### src/rtl/prod_acc_pkg.sv
// Shared types and constants for the product accumulator and the multiplier stage
// feeding it.
package prod_acc_pkg;

  typedef enum logic [0:0] {
    ACC  = 1'b0,
    DONE = 1'b1
  } state_t;

  localparam int ACC_W_DEF   = 8;
  localparam int N_TERMS_DEF = 4;
  localparam int PROD_W      = 4;

endpackage

### src/rtl/prod_acc_core.sv
// Accumulation datapath: running sum, sticky carry-out flag and term counter.
// It clears itself on the final beat of a frame or on clear.
module prod_acc_core
  import prod_acc_pkg::*;
#(
  parameter int ACC_W   = ACC_W_DEF,
  parameter int N_TERMS = N_TERMS_DEF
) (
  input  logic              clk,
  input  logic              rst_n,
  input  logic              i_clear,
  input  logic              i_beat,
  input  logic [PROD_W-1:0] i_prod,
  output logic [ACC_W-1:0]  o_sum_nxt,
  output logic              o_ovf_nxt,
  output logic              o_last
);

  localparam int              CNT_W    = $clog2(N_TERMS);
  localparam logic [CNT_W-1:0] CNT_LAST = CNT_W'(N_TERMS - 1);

  logic [ACC_W-1:0] r_acc;
  logic             r_ovf;
  logic [CNT_W-1:0] r_cnt;
  logic [ACC_W:0]   w_add;

  // One extra bit on the adder captures the carry out of ACC_W.
  assign w_add     = {1'b0, r_acc} + {{(ACC_W + 1 - PROD_W){1'b0}}, i_prod};
  assign o_sum_nxt = w_add[ACC_W-1:0];
  assign o_ovf_nxt = r_ovf | w_add[ACC_W];
  assign o_last    = (r_cnt == CNT_LAST);

  // Running sum, overflow flag and term counter.
  always_ff @(posedge clk or negedge rst_n) begin
    if (!rst_n) begin
      r_acc <= {ACC_W{1'b0}};
      r_ovf <= 1'b0;
      r_cnt <= {CNT_W{1'b0}};
    end else if (i_clear || (i_beat && o_last)) begin
      r_acc <= {ACC_W{1'b0}};
      r_ovf <= 1'b0;
      r_cnt <= {CNT_W{1'b0}};
    end else if (i_beat) begin
      r_acc <= o_sum_nxt;
      r_ovf <= o_ovf_nxt;
      r_cnt <= r_cnt + CNT_W'(1);
    end else begin
      r_acc <= r_acc;
      r_ovf <= r_ovf;
      r_cnt <= r_cnt;
    end
  end

endmodule

### src/rtl/prod_accumulator.sv
// Sums N_TERMS products from the 2x2 multiplier into one result.
// The result is presented on a registered valid/ready port together with an overflow flag.
module prod_accumulator
  import prod_acc_pkg::*;
#(
  parameter int ACC_W   = ACC_W_DEF,
  parameter int N_TERMS = N_TERMS_DEF
) (
  input  logic              clk,
  input  logic              rst_n,
  input  logic              clear,
  input  logic              in_valid,
  output logic              in_ready,
  input  logic [PROD_W-1:0] in_prod,
  output logic              out_valid,
  input  logic              out_ready,
  output logic [ACC_W-1:0]  out_sum,
  output logic              out_ovf
);

  state_t           r_state;
  logic [ACC_W-1:0] r_out_sum;
  logic             r_out_ovf;
  logic             w_beat;
  logic [ACC_W-1:0] w_sum_nxt;
  logic             w_ovf_nxt;
  logic             w_last;

  // Handshake flags decode from the state register only, so they have no input-to-output path.
  assign in_ready  = (r_state == ACC);
  assign out_valid = (r_state == DONE);
  assign out_sum   = r_out_sum;
  assign out_ovf   = r_out_ovf;
  assign w_beat    = in_valid & in_ready & ~clear;

  prod_acc_core #(
    .ACC_W   (ACC_W),
    .N_TERMS (N_TERMS)
  ) u_core (
    .clk       (clk),
    .rst_n     (rst_n),
    .i_clear   (clear),
    .i_beat    (w_beat),
    .i_prod    (in_prod),
    .o_sum_nxt (w_sum_nxt),
    .o_ovf_nxt (w_ovf_nxt),
    .o_last    (w_last)
  );

  // Handshake FSM and result registers; clear aborts any pending result.
  always_ff @(posedge clk or negedge rst_n) begin
    if (!rst_n) begin
      r_state   <= ACC;
      r_out_sum <= {ACC_W{1'b0}};
      r_out_ovf <= 1'b0;
    end else if (clear) begin
      r_state   <= ACC;
    end else begin
      case (r_state)
        ACC: begin
          if (w_beat && w_last) begin
            r_out_sum <= w_sum_nxt;
            r_out_ovf <= w_ovf_nxt;
            r_state   <= DONE;
          end else begin
            r_state   <= ACC;
          end
        end
        DONE: begin
          if (out_ready) begin
            r_state <= ACC;
          end else begin
            r_state <= DONE;
          end
        end
        default: r_state <= ACC;
      endcase
    end
  end

endmodule

### config.mk
export PLATFORM = sky130hd
export DESIGN_NAME = prod_accumulator
export DESIGN_NICKNAME = d
export VERILOG_FILES = /design/src/rtl/prod_acc_pkg.sv /design/src/rtl/prod_acc_core.sv /design/src/rtl/prod_accumulator.sv
export SDC_FILE = /design/constraint.sdc
export NUM_CORES = 1
export LEC_CHECK = 0
export CORE_MARGIN = 4
export CORE_UTILIZATION = 46
export CTS_CLUSTER_DIAMETER = 100
export DETAILED_ROUTE_END_ITERATION = 8
export MAX_ROUTING_LAYER = met4
export PLACE_DENSITY_LB_ADDON = 0.2
export SYNTH_ARGS = -nofsm -noshare
export SYNTH_HDL_FRONTEND = slang
export SYNTH_SLANG_ARGS = --single-unit
### constraint.sdc
create_clock -name clk -period 1.9 [get_ports clk]
set_clock_uncertainty 0.2 [all_clocks]
set_input_delay 0.19 -clock clk [delete_from_list [all_inputs] [get_ports clk]]
set_output_delay 0.19 -clock clk [all_outputs]
set_load 0.01 [all_outputs]
==> Word level (Yosys, flattened, before mapping) <==
Cells that the tools add are included.
{ "word_totals": {"in_bits": 9, "ff_bits": 21, "elab_cells": 28, "output_inout_bits": 11} }
{ "op_classes": {"muxes": 10, "reduce_logical": 4, "n_bitwise": 5, "addsub": 2, "n_eq_ne": 1} }
{ "ops": {"columns": ["cell", "n"], "rows": [
  ["8-bit 2-to-1 mux", 2],
  ["8-bit by 4-bit adder with 9-bit output", 1],
  ["1-bit 2-to-1 mux", 5],
  ["2-bit 2-to-1 mux", 2],
  ["3-bit AND reduction", 1],
  ["2-bit by 1-bit adder with 2-bit output, second input constant", 1],
  ["1-bit AND", 2],
  ["2-bit equality test, second input constant", 1],
  ["1-bit inverter", 2],
  ["1-bit case mux with 2 select lines", 1],
  ["2-bit nonzero test", 1],
  ["1-bit logical AND", 1],
  ["1-bit logical OR", 1],
  ["1-bit OR", 1]
]} }

==> Longest topological paths before layout <==
Gate-level depths: netlist (run 1).
{ "depth": {"ltp_word": 7, "ltp_mapped": 7, "ltp_nobuf": 7} }

==> Cells and area by module <==
A second synthesis (run 1) with hierarchy kept.
{ "unflattened": {"hier_cells": 99, "hier_area_um2": 1181.1} }
{ "modules_own_cells": {"columns": ["mod", "seq_area_each_um2", "n_inst", "cells_per_inst", "area_per_inst_um2"], "rows": [
  ["prod_acc_core", 275.3, 1, 73, 740.7],
  ["prod_accumulator", 250.2, 1, 26, 440.4]
]} }

==> Least setup slack after synthesis (run 1) <==
Ideal clock, no wire load.
{ "synth_path": {"path_type": "register to register", "startpoint": "register u_core.r_acc[0]", "endpoint": "register u_core.r_acc[6]", "stages_incl_launch_ff": 8, "t_required_ps": 1579, "setup_slack_ps": 12, "t_arrival_ps": 1567, "setup_time_ps": 121, "n_path_buf": 0, "synth_period_minus_slack_ps": 1888, "cell_sequence": "dfrtp_1 ha_1 inv_1 fa_1 nor2b_1 o31a_1 o22ai_1 a22o_1"} }
{ "synth_between": {"elab_chain_cells": 3} }
{ "synth_lines": {"columns": ["item", "line_no", "text"], "rows": [
  ["start: declaration", "prod_acc_core.sv:22", "logic [ACC_W-1:0] r_acc;"],
  ["start signal: assignment", "prod_acc_core.sv:36", "r_acc <= {ACC_W{1'b0}};"],
  ["start signal: assignment", "prod_acc_core.sv:40", "r_acc <= {ACC_W{1'b0}};"],
  ["start signal: assignment", "prod_acc_core.sv:44", "r_acc <= o_sum_nxt;"],
  ["8-bit by 4-bit adder with 9-bit output", "prod_acc_core.sv:28", "assign w_add = {1'b0, r_acc} + {{(ACC_W + 1 - PROD_W){1'b0}}, i_prod};"],
  ["8-bit 2-to-1 mux", "prod_acc_core.sv:43", "end else if (i_beat) begin"],
  ["8-bit 2-to-1 mux", "prod_acc_core.sv:39", "end else if (i_clear || (i_beat && o_last)) begin"]
]} }
No other way between the ends. The select of a mux whose other input is x is not followed.
A chain may end at the register's enable or synchronous reset.

==> Final worst setup path (run 1) <==
Ends and elaborated chain as after synthesis.

==> results of run 1 <==
[power by group]
group / internal [mW] / leakage (nW) / switching, mW / total [mW]
Combinational: 0.176 / 0.424 / 0.152 / 0.329
Sequential: 0.498 / 0.286 / 0.0448 / 0.543
Clock: 0.0818 / 0.0150 / 0.134 / 0.216
[Yosys cell counts, drive strengths merged (2+ instances only)]
library cell | n | area (µm²)
xnor2 | 2 | 17.5
nand2 | 17 | 66.3
o211ai | 2 | 15.0
o31ai | 4 | 30.0
o21a | 4 | 31.3
dfrtp | 21 | 526
nor2 | 7 | 28.8
a21oi | 3 | 15.0
a211oi | 2 | 20.0
nand3 | 2 | 10.0
nor3 | 4 | 20.0
buf | 5 | 31.3
inv | 7 | 26.3
o21ai | 10 | 50.0
ha | 5 | 62.6
a22o | 4 | 37.5
[per-stage QoR]
stage / utilization, % / hold slack [ps] / instances
3_3_place_gp: 63.7 / 259 / 171
4_1_cts: 65.5 / 16.6 / 176
3_5_place_dp: 63.7 / 265 / 171
2_1_floorplan: - / -306 / 116
6_report: 66.7 / 7.92 / 178
5_1_grt: 66.7 / 24.3 / 178
[flip-flops by register name, indices dropped and copies added, names as in the netlist]
signal / flops
u_core.r_cnt: 2
u_core.r_acc: 8
out_sum: 8
out_ovf: 1
out_valid: 1
u_core.r_ovf: 1
[repair_timing]
item                                    CTS  global route
hold buffers                              0             0
endpoints found under the setup margin    7             6
resized for setup                         5             4
buffers inserted                          1             2
pin swaps                                 6             5
[cell families (layout without fill, tap and decap cells)]
family          Yosys count  in the layout  synth area share, %
compound gates           37             37                 22.9
mux                       1              1                0.863
flops                    21             21                 45.3
fa+ha+maj                 6              6                 7.12
simple gates             37             37                 17.4
xor+xnor                  2              2                 1.51
buf+inv                  12             46                 4.96
[path summary, 6_finish.rpt]
path,from,to,slack [ps],cells past startpoint
worst min-delay path,rst_n,out_sum[4]$_DFFE_PN0P_,8,2
min in group clk,out_ready,out_valid$_DFF_PN0_,250,2
worst max register to register,u_core.r_acc[0]$_DFFE_PN0P_,u_core.r_acc[6]$_DFFE_PN0P_,20,7
max in group asynchronous,rst_n,out_ovf$_DFFE_PN0P_,1260,2
worst max-delay path,u_core.r_acc[0]$_DFFE_PN0P_,u_core.r_acc[6]$_DFFE_PN0P_,20,7
worst min register to register,out_sum[1]$_DFFE_PN0P_,out_sum[1]$_DFFE_PN0P_,290,2
[routing by layer]
layer	wire, µm	share of wire, %
met5	0	0
met4	14	0.53
met3	130	4.9
met2	1300	49
met1	1200	45
[critical path: stages, from the launching register on]
cell,delay [ps]
dfrtp_1,370
ha_2,190
inv_2,40
fa_2,350
nor2b_2,140
o31a_1,170
o22ai_1,90
a22o_1,230
[layout by cell type, fill, tap and decap left out, types with 2 or more instances in the layout]
master,count
a21oi_1,3
xnor2_1,2
nor3_1,4
dfrtp_1,21
o21a_2,2
o31ai_1,4
o21ai_1,4
o21a_1,2
clkbuf_4,3
ha_1,4
clkdlybuf4s50_1,19
nand2_1,16
o21ai_0,5
nand3_1,2
buf_4,15
nor2_1,6
a22o_2,2
a22o_1,2
inv_1,6
o211ai_1,2
[layout make-up]
type,instances,area [µm²],area share (%)
Clock buffer,4,26.3,1.71
Inverter,7,26.3,1.71
Timing Repair Buffer,35,323,21.1
Multi-Input combinational cell,83,597,38.9
Sequential cell,21,526,34.3
Tap cell,28,35.0,2.29
==> impl_metrics.yaml, run 1 <==
cells_and_area:
  fillCellCount: 189
  antenna_cells: 0
  synthToLayoutAreaGrowth_pct: 32.1
  stdcell_area_um2: 1530
  fin_nets: 166
  layout-drive-gt1-share_pct: 22.7
floorplan:
  dieArea_um2: 3390
  die_w_um: 58.2
  dieHeight_um: 58.2
  coreArea_um2: 2300
  rows: 17
  start_util_pct: 50.5
  pin_count: 20
clock_network:
  clk_pin_slew_ps: 120
  insertion_delay_ps: 300
  cts_made_buffers: 3
  cts_tree: "yes"
  clk_path_buf_depth: 2
  root_buffer: "clkbuf_4"
  htree_levels: 1
  cts.sinks: 21
place:
  placed_cell_area_um2: 1460
  numPortBuffers: 19
  gp_congestion: 0.872
  dpl.hpwl_mm: 1.96
  post-place-ws_ps: -392
timing:
  maxSlewViolCount: 0
  finalCriticalPeriod_ps: 1880
  tns_ps: 0
  setup_ws_ps: 24.7
  tightest_slew_ps: 327
  finalSetupViolations: 0
  max-slew-margin-rel_pct: 78.1
  fmax_mhz: 533
  hold_violations: 0
  rsz0062_at_grt: "true"
  post-route-period-util_pct: 98.7
power_and_ir_drop:
  worst_ir_drop_vdd_v: 0.000790
  power_mw: 1.09
  p_leak_nw: 0.724
  power.density_nw_per_um2: 709
detailed_routing:
  routed_wl_mm: 2.65
  detail_route.drc_violations: 0
  routedWlPerCell_um: 14.9
  vias: 1012
  vias_per_cell: 5.69
  firstDrtPassIters: 4
  antenna_left: 0
  drtIter0Drc: 28
min_path:
  holdCritPathClass: "in -> async"
synth:
  postSynthCellCount: 116
  async_flop_share_pct: 100
  synth_edf_count: 0
  syn_nets: 131
  synthFlopType: "dfrtp_1"
  ys_seq_area_share_pct: 45.3
  synth-seq-cells: 21
  yosys_warnings: 0
  netlist_area_um2: 1160
  synth_cell_types: 40
  syn_area_per_cell_um2: 10.0
grt:
  met3_usage_pct: 4.45
  grt.total_usage_pct: 17.8
  grt_max_degree: 22
  antenna_found_initial: 0
  top_usage_layer: "met2"
  grt_pass1_vias: 1008
  grt_overflow: 0
  grtUsageMet1_pct: 22.5
  grt_pass1_wl_mm: 4.54
  grt_use_met2_pct: 28.9
critical_path:
  worst_setup_path_end_kind: "flop"
  cp.required_ps: 1910
  arrival_ps: 1880
  criticalPathCategory: "reg -> reg"
  crit_fanout: 3
  critPathLaunchType: "flop"
flow_run:
  maxCapViolations: 0
outcome:
  outcome: "complete, no violations"
Note: power is estimated with default switching activity, not from simulation.
==> run 2: changes to the inputs <==
CTS_CLUSTER_DIAMETER = 200   (was 100)
SLEW_MARGIN = 20   (was not set)
==> results of run 2 <==
No change in the layout: final DEF, timing and power equal those of run 1.
==> run 3: changes to the inputs <==
PLACE_DENSITY = 0.84   (was not set)
PLACE_DENSITY_LB_ADDON = not set   (was 0.2)
==> run 3 against run 2 <==
Compared with the run above:
- via count grew 1.9%
- utilization down 0.49 points
- hold slack gained 3.2 ps
- power down 0.13%
- global-route usage increased by 0.42 points
- clock-buffer cell count is the same
- non-clock buffer count increased by 1
- fmax fell by 0.72%
- wire length up 2.0%
==> impl_metrics.yaml, run 3 (synthesis gave the netlist of run 1 again) <==
outcome:
  outcome: "complete, no violations"
detailed_routing:
  vias: 1031
  drtIter0Drc: 24
  routed_wl_mm: 2.70
  firstDrtPassIters: 4
  detail_route.drc_violations: 0
  antenna_left: 0
  vias_per_cell: 5.76
  routedWlPerCell_um: 15.1
power_and_ir_drop:
  worst_ir_drop_vdd_v: 0.000414
  power_mw: 1.09
  p_sw_mw: 0.332
  pwr-share-comb_pct: 29.6
  clockPowerShare_pct: 20.3
  power.density_nw_per_um2: 714
  internal-power_mw: 0.754
  p_leak_nw: 0.716
  switching_share_pct: 30.6
  seq_power_share_pct: 50.1
timing:
  post-route-period-util_pct: 99.4
  finalCriticalPeriod_ps: 1890
  setup_ws_ps: 11.1
  rsz0062_at_grt: "true"
  maxSlewViolCount: 0
  hold_violations: 0
  tightest_slew_ps: 420
  max-slew-margin-rel_pct: 72.0
  finalSetupViolations: 0
  fmax_mhz: 529
  tns_ps: 0
cells_and_area:
  most-common-layout-cells: "dfrtp_1 (20), clkdlybuf4s50_1 (19), buf_4 (17)"
  utilization_pct: 66.2
  synthToLayoutAreaGrowth_pct: 31.2
  layout-drive-gt1-share_pct: 23.8
  final_common_cell: "dfrtp_1"
  fin_nets: 167
  stdcell_area_um2: 1520
  antenna_cells: 0
floorplan:
  pin_count: 20
  start_util_pct: 50.5
  coreArea_um2: 2300
  dieHeight_um: 58.2
  rows: 17
  die_w_um: 58.2
  dieArea_um2: 3390
critical_path:
  worst_setup_path_end_kind: "flop"
  critPathSlowestCell: "dfrtp_1"
  crit_fanout: 3
  crit_family: "adder cells"
  worstPathCellList: "ha_2 > inv_2 > fa_2 > nor2b_2 > o31a_1 > o22ai_1 > a22o_1"
  cp.required_ps: 1910
  arrival_ps: 1900
  crit_path_max_incr_delay_ps: 370
  r2r_cells: 7
  criticalPathCategory: "reg -> reg"
  critPathLaunchType: "flop"
  cp.depth: 7
  cp_num_buf_inv: 1
grt:
  antenna_found_initial: 0
  grt_pass1_vias: 1011
  grt.total_usage_pct: 18.2
  grt_pass1_wl_mm: 4.62
  grt_overflow: 0
  grt_max_degree: 22
clock_network:
  cts_tree: "yes"
  root_buffer: "clkbuf_4"
  htree_levels: 1
  ctsHoldBuffers: 0
  cts_made_buffers: 3
  clk_path_buf_depth: 2
  clk_pin_slew_ps: 120
  cts.sinks: 21
  insertion_delay_ps: 310
place:
  post-place-ws_ps: -366
  gp_congestion: 0.826
  dpl.hpwl_mm: 2.01
  placed_cell_area_um2: 1460
  numPortBuffers: 19
flow_run:
  maxCapViolations: 0
min_path:
  holdCritPathClass: "in -> async"
-- run 3: cell count changes in the layout (fill, tap and decap cells not counted), sizes merged --
cell  change
buf       +1
-- run 3: layout make-up --
| type | count | area, µm² |
|---|---|---|
| Clock buffer | 4 | 26.3 |
| Fill cell | 182 | 776 |
| Timing Repair Buffer | 36 | 318 |
| Inverter | 7 | 26.3 |
| Sequential cell | 21 | 527 |
| Tap cell | 28 | 35.0 |
| Multi-Input combinational cell | 83 | 589 |
-- run 3: worst register-to-register path, stage by stage (launching register included) --
cell	delay, ps
dfrtp_1	370
ha_2	190
inv_2	40
fa_2	340
nor2b_2	140
o31a_1	190
o22ai_1	90
a22o_1	240
-- run 3: final timing paths --
path | slack [ps] | end | start
setup / recovery | 10 | u_core.r_acc[6]$_DFFE_PN0P_ | u_core.r_acc[0]$_DFFE_PN0P_
hold / removal | 10 | out_sum[2]$_DFFE_PN0P_ | rst_n
setup reg to reg | 10 | u_core.r_acc[6]$_DFFE_PN0P_ | u_core.r_acc[0]$_DFFE_PN0P_
hold reg to reg | 290 | out_sum[0]$_DFFE_PN0P_ | out_sum[0]$_DFFE_PN0P_
max in group asynchronous | 1260 | out_valid$_DFF_PN0_ | rst_n
min in group clk | 230 | out_valid$_DFF_PN0_ | out_ready
-- run 3: power groups by stage --
| stage | clock [mW] | combinational [mW] | sequential, mW |
|---|---|---|---|
| global placement | 0 | 0.292 | 0.549 |
| global route | 0.250 | 0.351 | 0.552 |
| detailed placement | 0 | 0.302 | 0.552 |
| finish | 0.220 | 0.321 | 0.544 |
| floorplan | 0 | 0.167 | 0.543 |
| CTS | 0.226 | 0.309 | 0.544 |
-- run 3: stage by stage --
step,hold slack (ps),std cells
after floorplan,-306,116
final,11.2,179
after global placement,260,172
after CTS,25.4,177
after detailed placement,266,172
after global routing,32.6,179
-- run 3: per-layer routing --
| layer | vias to the layer above | GRT usage (%) | share of wire, % |
|---|---|---|---|
| met5 | - | - | 0 |
| met4 | 0 | 4.97 | 0.81 |
| met3 | 3 | 4.23 | 5.9 |
| met2 | 34 | 29.2 | 49 |
| met1 | 501 | 23.0 | 44 |
| li1 | 493 | - | - |
-- run 3: repair_timing --
item | 4_1_cts | 5_1_grt
pin swaps | 1 | 5
gates resized for setup | 3 | 6
setup endpoints to repair | 5 | 9
endpoints found under the hold margin | 0 | 0
cloned | 0 | 0
buffers inserted | 1 | 2
